$ cat src/rtl/qam16_slicer_ber.sv
// 16-QAM receive slicer: picks one sample per symbol, demaps it and counts symbol errors
// over 2^WIN_LOG2-symbol windows. Define SLICER_SQ_ERR_EN to add the squared-error sum.
module qam16_slicer_ber #(
   parameter int unsigned REF_DELAY = 8,
   parameter int unsigned WIN_LOG2  = 20
) (
   input  logic               clk,
   input  logic               reset,
   input  logic               sam_clk_en,
   input  logic               sym_clk_en,
   input  logic [1:0]         phase_sel,
   input  logic signed [17:0] in_i,
   input  logic signed [17:0] in_q,
   input  logic [17:0]        thresh,
   input  logic [3:0]         ref_sym,
   output logic [3:0]         dec_sym,
   output logic               dec_valid,
   output logic [WIN_LOG2:0]  err_count,
   output logic               window_done,
   output logic               busy
`ifdef SLICER_SQ_ERR_EN
   ,
   output logic [47:0]        sq_err_sum
`endif
);

   typedef enum logic [1:0] {StFill, StMeasure, StDone} state_e;

   localparam logic [WIN_LOG2:0] WinLen = {1'b1, {WIN_LOG2{1'b0}}};

   logic [1:0]         ph_q, phsel_q, ph_cur, phsel_eff;
   logic               sym_start, take;
   logic signed [17:0] cap_i_q, cap_q_q;
   logic               cap_vld_q;
   logic [3:0]         ref_dl [REF_DELAY];
   logic [3:0]         ref_tap;
   state_e             state_q;
   logic [4:0]         fill_q;
   logic [WIN_LOG2:0]  sym_cnt_q, err_acc_q, sym_nxt, err_nxt;
   logic               err_hit;

   function automatic logic [1:0] slice(input logic signed [17:0] x, input logic [17:0] t);
      logic signed [19:0] xs, ts;
      xs = {{2{x[17]}}, x};
      ts = {2'b00, t};
      if (xs >= ts)          slice = 2'b10;
      else if (xs >= 20'sd0) slice = 2'b11;
      else if (xs >= -ts)    slice = 2'b01;
      else                   slice = 2'b00;
   endfunction

   assign sym_start = sam_clk_en & sym_clk_en;
   assign ph_cur    = sym_start ? 2'd0 : ph_q + 2'd1;
   // phase_sel is resampled only at a symbol boundary so a change never splits a symbol
   assign phsel_eff = sym_start ? phase_sel : phsel_q;
   assign take      = sam_clk_en & (ph_cur == phsel_eff);

   always_ff @(posedge clk or posedge reset) begin
      if (reset) begin
         ph_q      <= '0;
         phsel_q   <= '0;
         cap_i_q   <= '0;
         cap_q_q   <= '0;
         cap_vld_q <= 1'b0;
         dec_sym   <= '0;
         dec_valid <= 1'b0;
      end else begin
         cap_vld_q <= take;
         dec_valid <= cap_vld_q;
         if (sam_clk_en) ph_q <= ph_cur;
         if (sym_start) phsel_q <= phase_sel;
         if (take) begin
            cap_i_q <= in_i;
            cap_q_q <= in_q;
         end
         if (cap_vld_q) dec_sym <= {slice(cap_i_q, thresh), slice(cap_q_q, thresh)};
      end
   end

   always_ff @(posedge clk or posedge reset) begin
      if (reset) begin
         for (int unsigned k = 0; k < REF_DELAY; k++) ref_dl[k] <= '0;
      end else if (sym_clk_en) begin
         ref_dl[0] <= ref_sym;
         for (int unsigned k = 1; k < REF_DELAY; k++) ref_dl[k] <= ref_dl[k-1];
      end
   end

   assign ref_tap = ref_dl[REF_DELAY-1];
   assign err_hit = dec_valid && (dec_sym != ref_tap);
   assign sym_nxt = sym_cnt_q + {{WIN_LOG2{1'b0}}, 1'b1};
   assign err_nxt = err_acc_q + {{WIN_LOG2{1'b0}}, err_hit};

   always_ff @(posedge clk or posedge reset) begin
      if (reset) begin
         state_q     <= StFill;
         fill_q      <= '0;
         sym_cnt_q   <= '0;
         err_acc_q   <= '0;
         err_count   <= '0;
         window_done <= 1'b0;
         busy        <= 1'b0;
      end else begin
         window_done <= 1'b0;
         case (state_q)
            StFill: begin
               if (dec_valid) begin
                  if (fill_q == 5'(REF_DELAY - 1)) begin
                     state_q <= StMeasure;
                     busy    <= 1'b1;
                  end else begin
                     fill_q <= fill_q + 5'd1;
                  end
               end
            end
            StMeasure: begin
               if (dec_valid) begin
                  sym_cnt_q <= sym_nxt;
                  err_acc_q <= err_nxt;
                  if (sym_nxt == WinLen) begin
                     err_count   <= err_nxt;
                     window_done <= 1'b1;
                     state_q     <= StDone;
                  end
               end
            end
            StDone: begin
               // a stray decision here opens the next window rather than being lost
               sym_cnt_q <= {{WIN_LOG2{1'b0}}, dec_valid};
               err_acc_q <= {{WIN_LOG2{1'b0}}, err_hit};
               state_q   <= StMeasure;
            end
            default: state_q <= StFill;
         endcase
      end
   end

`ifdef SLICER_SQ_ERR_EN
   function automatic logic signed [17:0] lvl_err(input logic signed [17:0] x,
                                                  input logic [17:0] t);
      logic signed [20:0] xs, half, three_half, xhat, diff;
      xs         = {{3{x[17]}}, x};
      half       = {4'b0000, t[17:1]};
      three_half = ({3'b000, t} + {2'b00, t, 1'b0}) >> 1;
      case (slice(x, t))
         2'b10:   xhat = three_half;
         2'b11:   xhat = half;
         2'b01:   xhat = -half;
         default: xhat = -three_half;
      endcase
      diff = xs - xhat;
      if (diff > 21'sd131071)       lvl_err = 18'sd131071;
      else if (diff < -21'sd131072) lvl_err = 18'sh20000;
      else                          lvl_err = diff[17:0];
   endfunction

   function automatic logic [47:0] sat_add(input logic [47:0] acc, input logic [35:0] a,
                                           input logic [35:0] b);
      logic [48:0] s;
      s = {1'b0, acc} + {13'd0, a} + {13'd0, b};
      sat_add = s[48] ? '1 : s[47:0];
   endfunction

   logic signed [17:0] d_i_q, d_q_q;
   logic signed [35:0] prod_i, prod_q;
   logic [47:0]        sq_acc_q, sq_nxt;

   assign prod_i = d_i_q * d_i_q;
   assign prod_q = d_q_q * d_q_q;
   assign sq_nxt = sat_add(sq_acc_q, prod_i, prod_q);

   always_ff @(posedge clk or posedge reset) begin
      if (reset) begin
         d_i_q      <= '0;
         d_q_q      <= '0;
         sq_acc_q   <= '0;
         sq_err_sum <= '0;
      end else begin
         if (cap_vld_q) begin
            d_i_q <= lvl_err(cap_i_q, thresh);
            d_q_q <= lvl_err(cap_q_q, thresh);
         end
         case (state_q)
            StMeasure: begin
               if (dec_valid) begin
                  sq_acc_q <= sq_nxt;
                  if (sym_nxt == WinLen) sq_err_sum <= sq_nxt;
               end
            end
            StDone:  sq_acc_q <= dec_valid ? sat_add('0, prod_i, prod_q) : '0;
            default: ;
         endcase
      end
   end
`endif

endmodule

$ cat config.mk
export PLATFORM = sky130hd
export DESIGN_NAME = qam16_slicer_ber
export DESIGN_NICKNAME = d
export VERILOG_FILES = /design/src/rtl/qam16_slicer_ber.sv
export SDC_FILE = /design/constraint.sdc
export NUM_CORES = 1
export LEC_CHECK = 0
export CORE_MARGIN = 2
export CORE_UTILIZATION = 40
export DETAILED_ROUTE_END_ITERATION = 10
export DONT_BUFFER_PORTS = 1
export HOLD_SLACK_MARGIN = 0.08
export SLEW_MARGIN = 20
export SYNTH_ARGS = -nofsm -noshare
export SYNTH_HDL_FRONTEND = slang
export SYNTH_SLANG_ARGS = --single-unit
$ cat constraint.sdc
create_clock -name clk -period 12.1 [get_ports clk]
set_input_delay 2.42 -clock clk [delete_from_list [all_inputs] [get_ports clk]]
set_output_delay 2.42 -clock clk [all_outputs]
set_load 0.01 [all_outputs]
Word level (Yosys, flattened, before mapping)
Index checks and enable logic that the tools add are counted.
{"block": "word_totals", "word_cells": 74, "input_bits": 64, "reg_bits": 150}
{"block": "op_classes", "n_mux": 20, "n_lt_le_gt_ge": 6, "bitwise": 3, "reduce_logical": 8, "addsub": 5, "eq_ne": 10}
{"cell": "one-hot mux 21 bit (2 select lines)", "n": 2}
{"cell": "two-way mux 21 bit", "n": 2}
{"cell": ">= comparator 18 x 20 -> 1 bit", "n": 2}
{"cell": ">= comparator 18 x 19 -> 1 bit", "n": 2}
{"cell": ">= comparator 18 x 1 -> 1 bit (second input constant)", "n": 2}
{"cell": "adder 21 x 1 -> 21 bit", "n": 1}
{"cell": "adder 21 x 1 -> 21 bit (second input constant)", "n": 1}
{"cell": "equality test 21 bit (second input constant)", "n": 1}
{"cell": "two-way mux 2 bit", "n": 10}
{"cell": "negator 18 -> 20 bit", "n": 1}
{"cell": "AND reduction 3 bit", "n": 3}
{"cell": "inequality test 2 bit (second input constant)", "n": 4}
{"cell": "one-hot mux 2 bit (3 select lines)", "n": 1}
{"cell": "adder 5 x 1 -> 5 bit (second input constant)", "n": 1}
{"cell": "equality test 5 x 3 -> 1 bit (second input constant)", "n": 1}
{"cell": "two-way mux 1 bit", "n": 5}
{"cell": "inequality test 4 bit", "n": 1}
{"cell": "AND reduction 4 bit", "n": 1}
{"cell": "adder 2 x 1 -> 2 bit (second input constant)", "n": 1}
{"cell": "AND 1 bit", "n": 2}
{"cell": "equality test 2 x 1 -> 1 bit (second input constant)", "n": 1}
{"cell": "equality test 2 bit", "n": 1}
{"cell": "equality test 2 bit (second input constant)", "n": 1}
{"cell": "zero test 2 bit", "n": 1}
{"cell": "other kinds (4)", "n": 4}

Depth between registers and ports, before layout
{"block": "depth", "depth_word": 5, "depth_mapped": 15, "depth_no_buf": 15}

Worst setup path before layout
OpenSTA, ideal clock, no wires.
{"block": "synth_timing", "kind": "in2reg", "start": "in thresh[1]", "end": "reg dec_sym[2]", "arrival_ns": 5.630, "slack_ns": 6.376, "n_path_buf": 0, "setup_time_ns": 0.094, "cell_stages": 14, "cell_sequence": "inv_1 > ha_1 > or4b_1 > nor3_1 > nand2_1 > nor4_1 > xnor2_1 > ha_1 > nand2_1 > nor2_1 > or4b_1 > a32oi_1 > mux2_2 > a211oi_1"}
{"block": "synth_via", "elab_chain_cells": 5}
{"element": "from (decl)", "line": "14", "rtl": "input logic [17:0] thresh,"}
{"element": "negator 18 -> 20 bit", "line": "48", "rtl": "else if (xs >= -ts) slice = 2'b01;"}
{"element": ">= comparator 18 x 20 -> 1 bit", "line": "48"}
{"element": "two-way mux 1 bit", "line": "48"}
{"element": "two-way mux 2 bit", "line": "47", "rtl": "else if (xs >= 20'sd0) slice = 2'b11;"}
{"element": "two-way mux 2 bit (*)", "line": "46", "rtl": "if (xs >= ts) slice = 2'b10;"}
{"element": "to (signal assigned)", "line": "76", "rtl": "if (cap_vld_q) dec_sym <= {slice(cap_i_q, thresh), slice(cap_q_q, thresh)};"}
{"element": "to (decl)", "line": "16", "rtl": "output logic [3:0] dec_sym,"}
Mark *: on every way between the ends. The rest lies on a longest branch, timed or not.
A chain may end at the register's enable or synchronous reset.

Worst setup path after layout
Same ends and word-level chain as after synthesis.

==> out/qor.txt <==
GLOBAL ROUTE
-------------------------------------------------------------------------------------------
Initial antenna violation count ..............................................            2
Total grt overflow ...........................................................            0
Total track usage ............................................................        0.175
Number of global-route vias before repair ....................................         6455
Maximum number of pins on one net before global-route repair .................           92
Global-route wire length before repair .......................................     34000 µm

SYNTH
-------------------------------------------------------------------------------------------
Cell taking the most area after synthesis .................................... sky130_fd_sc_hd__dfrtp_1
Seq cells post-synth .........................................................          150
Warnings, synthesis ..........................................................            0
Most instantiated library cell after synthesis ............................... sky130_fd_sc_hd__dfrtp_1
Sequential cell area fraction in the yosys report ............................        0.407
Area of the mapped netlist ...................................................  0.00921 mm²
Post-synth EDFFs .............................................................            0
Net Count, Synth .............................................................         1043
Leading post-synthesis cells by cell area .................................... sky130_fd_sc_hd__dfrtp_1, sky130_fd_sc_hd__ha_1, sky130_fd_sc_hd__mux2_2, sky130_fd_sc_hd__o21ai_0, sky130_fd_sc_hd__mux2_4
Synth top cells by count ..................................................... sky130_fd_sc_hd__dfrtp_1, sky130_fd_sc_hd__o21ai_0, sky130_fd_sc_hd__mux2_2, sky130_fd_sc_hd__ha_1, sky130_fd_sc_hd__nand2_1
Asr flop ratio synth .........................................................         1.00
Post-Synthesis Cells .........................................................          907
Avg Inst Size Synth ..........................................................     10.2 µm²
Distinct cells, synth ........................................................           71
Share of Yosys cell area claimed by the top area cell type ...................        0.407
Ys flop type ................................................................. sky130_fd_sc_hd__dfrtp_1

FINAL LAYOUT
-------------------------------------------------------------------------------------------
Footprint of the multi-input gates ...........................................  0.00516 mm²
Finished Layout Cells ........................................................         1192
Share of layout cells above drive strength 1 .................................        0.158
Sequential cell area in the final layout .....................................  0.00375 mm²
Area growth syn-to-layout ....................................................        9.18%
Number of nets in the layout .................................................         1029
Number of filler cells placed in the layout ..................................         2154

CRITICAL PATH
-------------------------------------------------------------------------------------------
End of the worst register-to-register path ................................... err_count[8]
Critical path origin .........................................................    thresh[1]
Critical Path Sink Type ......................................................    flip-flop
Critical path required time ..................................................     12.43 ns
Critical-path cell with the highest stage delay .............................. sky130_fd_sc_hd__nor3_1
Worst path cell trace ........................................................ inv_1 > ha_1 > or4b_1 > nor3_1 > nand2_1 > nor4_1 > xnor2_1 > ha_1 > nand2_1 > nor2_1 > or4b_1 > a32oi_1 > mux2_2 > a211oi_1
Maximum fanout count along the critical path .................................            7
Category of the critical setup timing path ...................................       in2reg
Stage delay of the slowest cell on the critical path .........................      0.58 ns
Startpoint of the worst-slack reg-to-reg timing path ......................... sym_cnt_q[0]
Depth of the worst register-to-register path .................................            9
Data arrival time of the critical path .......................................      6.15 ns
Worst-case register-to-register setup slack ..................................      8.24 ns
Startpoint class of the critical path ........................................    input pin

TIMING
-------------------------------------------------------------------------------------------
Time the worst path needs with I/O delays and setup ..........................      5.81 ns
Final Setup Violations .......................................................            0
Total negative slack .........................................................         0 ns
Total count of hold-check failures in the final report .......................            0
Max-slew headroom at the worst pin ...........................................        0.419
Peak clock frequency supported by timing .....................................      172 MHz
Layout Skew ..................................................................   0.00946 ns
Pins over their slew limit ...................................................            0
Worst slew pin tran ..........................................................     0.872 ns
Final clock period utilization by the worst path .............................        0.480
Setup repair after global routing missed its margin ..........................        false

PWR
-------------------------------------------------------------------------------------------
Worst IR Drop VDD ............................................................      85.2 µV
Switching power ..............................................................     0.598 mW
Static leakage power .........................................................      4.63 nW
Portion of total power attributed to sequential cells ........................        0.415
Power density over the cells .................................................   177 mW/mm²
Switch share .................................................................        0.335
Int Pwr ......................................................................      1.18 mW
Comb power frac ..............................................................        0.272
Relative contribution of the clock network to total power ....................        0.313

DIE
-------------------------------------------------------------------------------------------
Chip Height ..................................................................       156 µm
Floorplan die area ...........................................................   0.0243 mm²
Io pins ......................................................................           92
Starting density of the core .................................................        0.407
Placement Rows ...............................................................           55
Horizontal die dimension .....................................................       156 µm
Floorplan Core Area ..........................................................   0.0226 mm²

ROUTING
-------------------------------------------------------------------------------------------
WL final .....................................................................     20600 µm
Number of detailed-routing iterations run before antenna repair ..............            5
Final ANT Viol Nets ..........................................................            0
Mean routed wirelength per cell ..............................................      17.3 µm
Vias per cell ................................................................         5.65
Via count ....................................................................         6733
Routed length on met2 ........................................................      9190 µm
Number of remaining DRC errors ...............................................            0
Sum of routed wire segments on met1 ..........................................      9760 µm
Uppermost metal layer occupied by signal nets ................................         met5
Number of design-rule violations left by the first detailed-router iteration .          352
Met3 wire len ................................................................      1280 µm

MIN PATH
-------------------------------------------------------------------------------------------
Launch instance of the worst min-delay path ..................................    fill_q[4]
Hold Path Cell Cnt ...........................................................            1
WHS Endpoint .................................................................    fill_q[4]
Worst min path class .........................................................      reg2reg

CTS
-------------------------------------------------------------------------------------------
Post-CTS resize count ........................................................            0
Buffers inserted during post-CTS setup optimization ..........................            0
Total CTS buffers ............................................................           17
Clock Path Buffers ...........................................................            2
Clock tree root driver cell .................................................. sky130_fd_sc_hd__clkbuf_16
Number of buffers added to fix hold violations after cts .....................            0
Worst skew pair latency ......................................................      0.43 ns
Total clock sinks ............................................................          150
CTS tree .....................................................................          yes
CTS clk-pin slew, worst paths ................................................      0.07 ns
# H-tree levels ..............................................................            4

PLACEMENT
-------------------------------------------------------------------------------------------
Cell total after placement ...................................................         1159
Number of port buffers .......................................................            0
Final RePlAce weighted congestion ............................................        0.874
DP Wirelength ................................................................     14800 µm

OUTCOME
-------------------------------------------------------------------------------------------
Outcome ...................................................................... complete, no violations

RUN
-------------------------------------------------------------------------------------------
Number of max-capacitance violations reported ................................            0

## how the worst max path moves through the flow
stage                     depth (start not counted)          to
after floorplan                                   1        busy
after global placement                           14  dec_sym[2]
after detailed placement                         14  dec_sym[2]
after CTS                                        14  dec_sym[2]
after global routing                             14  dec_sym[2]
final                                            14  dec_sym[2]
## routing by layer
metal	vias to the layer above	global-route usage
met4	2	0.0489
met2	146	0.267
met1	3268	0.244
met5	-	0
met3	23	0.0489
li1	3294	-
## cell type report
| class | count | share of cell area |
|---|---|---|
| clock inverter | 14 | 0.0178 |
| sequential | 150 | 0.373 |
| multi-input combinational | 685 | 0.513 |
| timing repair buffer | 5 | 0.00373 |
| antenna | 1 | 0.000249 |
| clock buffer | 18 | 0.0437 |
| tap | 285 | 0.0355 |
| inverter | 34 | 0.0132 |
## sequential cells by signal, summed over array words and instances, names as in the netlist
signal,cells
busy,1
cap_i_q,18
cap_q_q,18
cap_vld_q,1
dec_sym,4
dec_valid,1
err_acc_q,21
err_count,21
fill_q,5
ph_q,2
phsel_q,2
ref_dl,28
ref_tap,4
state_q,2
sym_cnt_q,21
window_done,1
## power by group through the flow
stage | Clock [mW] | Combinational [mW] | Sequential [mW]
floorplan | 0 | 0.395 | 0.697
global placement | 0 | 0.476 | 0.749
detailed placement | 0 | 0.484 | 0.750
CTS | 0.576 | 0.488 | 0.742
global route | 0.594 | 0.554 | 0.758
finish | 0.558 | 0.485 | 0.740
## logic make-up after synthesis
group,count (synthesis),synth area share
flops,150,0.407
mux,94,0.123
fa+ha+maj,75,0.101
simple gates,275,0.157
compound gates,191,0.128
buf+inv,72,0.0329
xor+xnor,50,0.0505
## critical path, delay by kind of cell
| kind | cells | cell delay, ns |
|---|---|---|
| adders and majority gates | 2 | 0.54 |
| and+or+nand+nor | 7 | 2.13 |
| buffers and inverters | 1 | 0.11 |
| muxes | 1 | 0.36 |
| xor gates and xnor gates | 1 | 0.15 |
| AOI/OAI and AO/OA | 2 | 0.43 |
## placed cells by master (no fill, tap or decap), drive strengths merged, types with 3 or more instances in the layout
cell,synthesis,final
dfrtp,150,150
mux2,93,93
o21ai,84,84
ha,72,72
nand2,66,66
nor2,65,65
inv,34,43
a21oi,28,28
xor2,27,27
and3,26,26
nand4,24,24
xnor2,21,21
nand3,19,19
clkbuf,23,18
nor3,16,16
o211ai,11,11
o21a,10,10
nor4,10,10
nor2b,9,9
a31oi,9,9
nand2b,8,8
a21o,7,7
o31ai,7,7
a211oi,6,6
or3,6,6
and4,5,5
buf,15,5
o22ai,4,4
and2,4,4
or4b,3,3
maj3,3,3
nand3b,3,3
## stage by stage
step	total power, mW	util	hold WS, ns	setup WS, ns	cell area [µm²]
6_report	1.78	0.444	0.475	6.29	10100
5_1_grt	1.91	0.444	0.498	5.99	10100
4_1_cts	1.81	0.444	0.478	6.34	10100
3_5_place_dp	1.23	0.417	0.465	5.87	9440
3_3_place_gp	1.23	0.417	0.463	6.03	9440
2_1_floorplan	1.09	-	0.352	5.64	9210
Power figures use the tool's default switching activity.
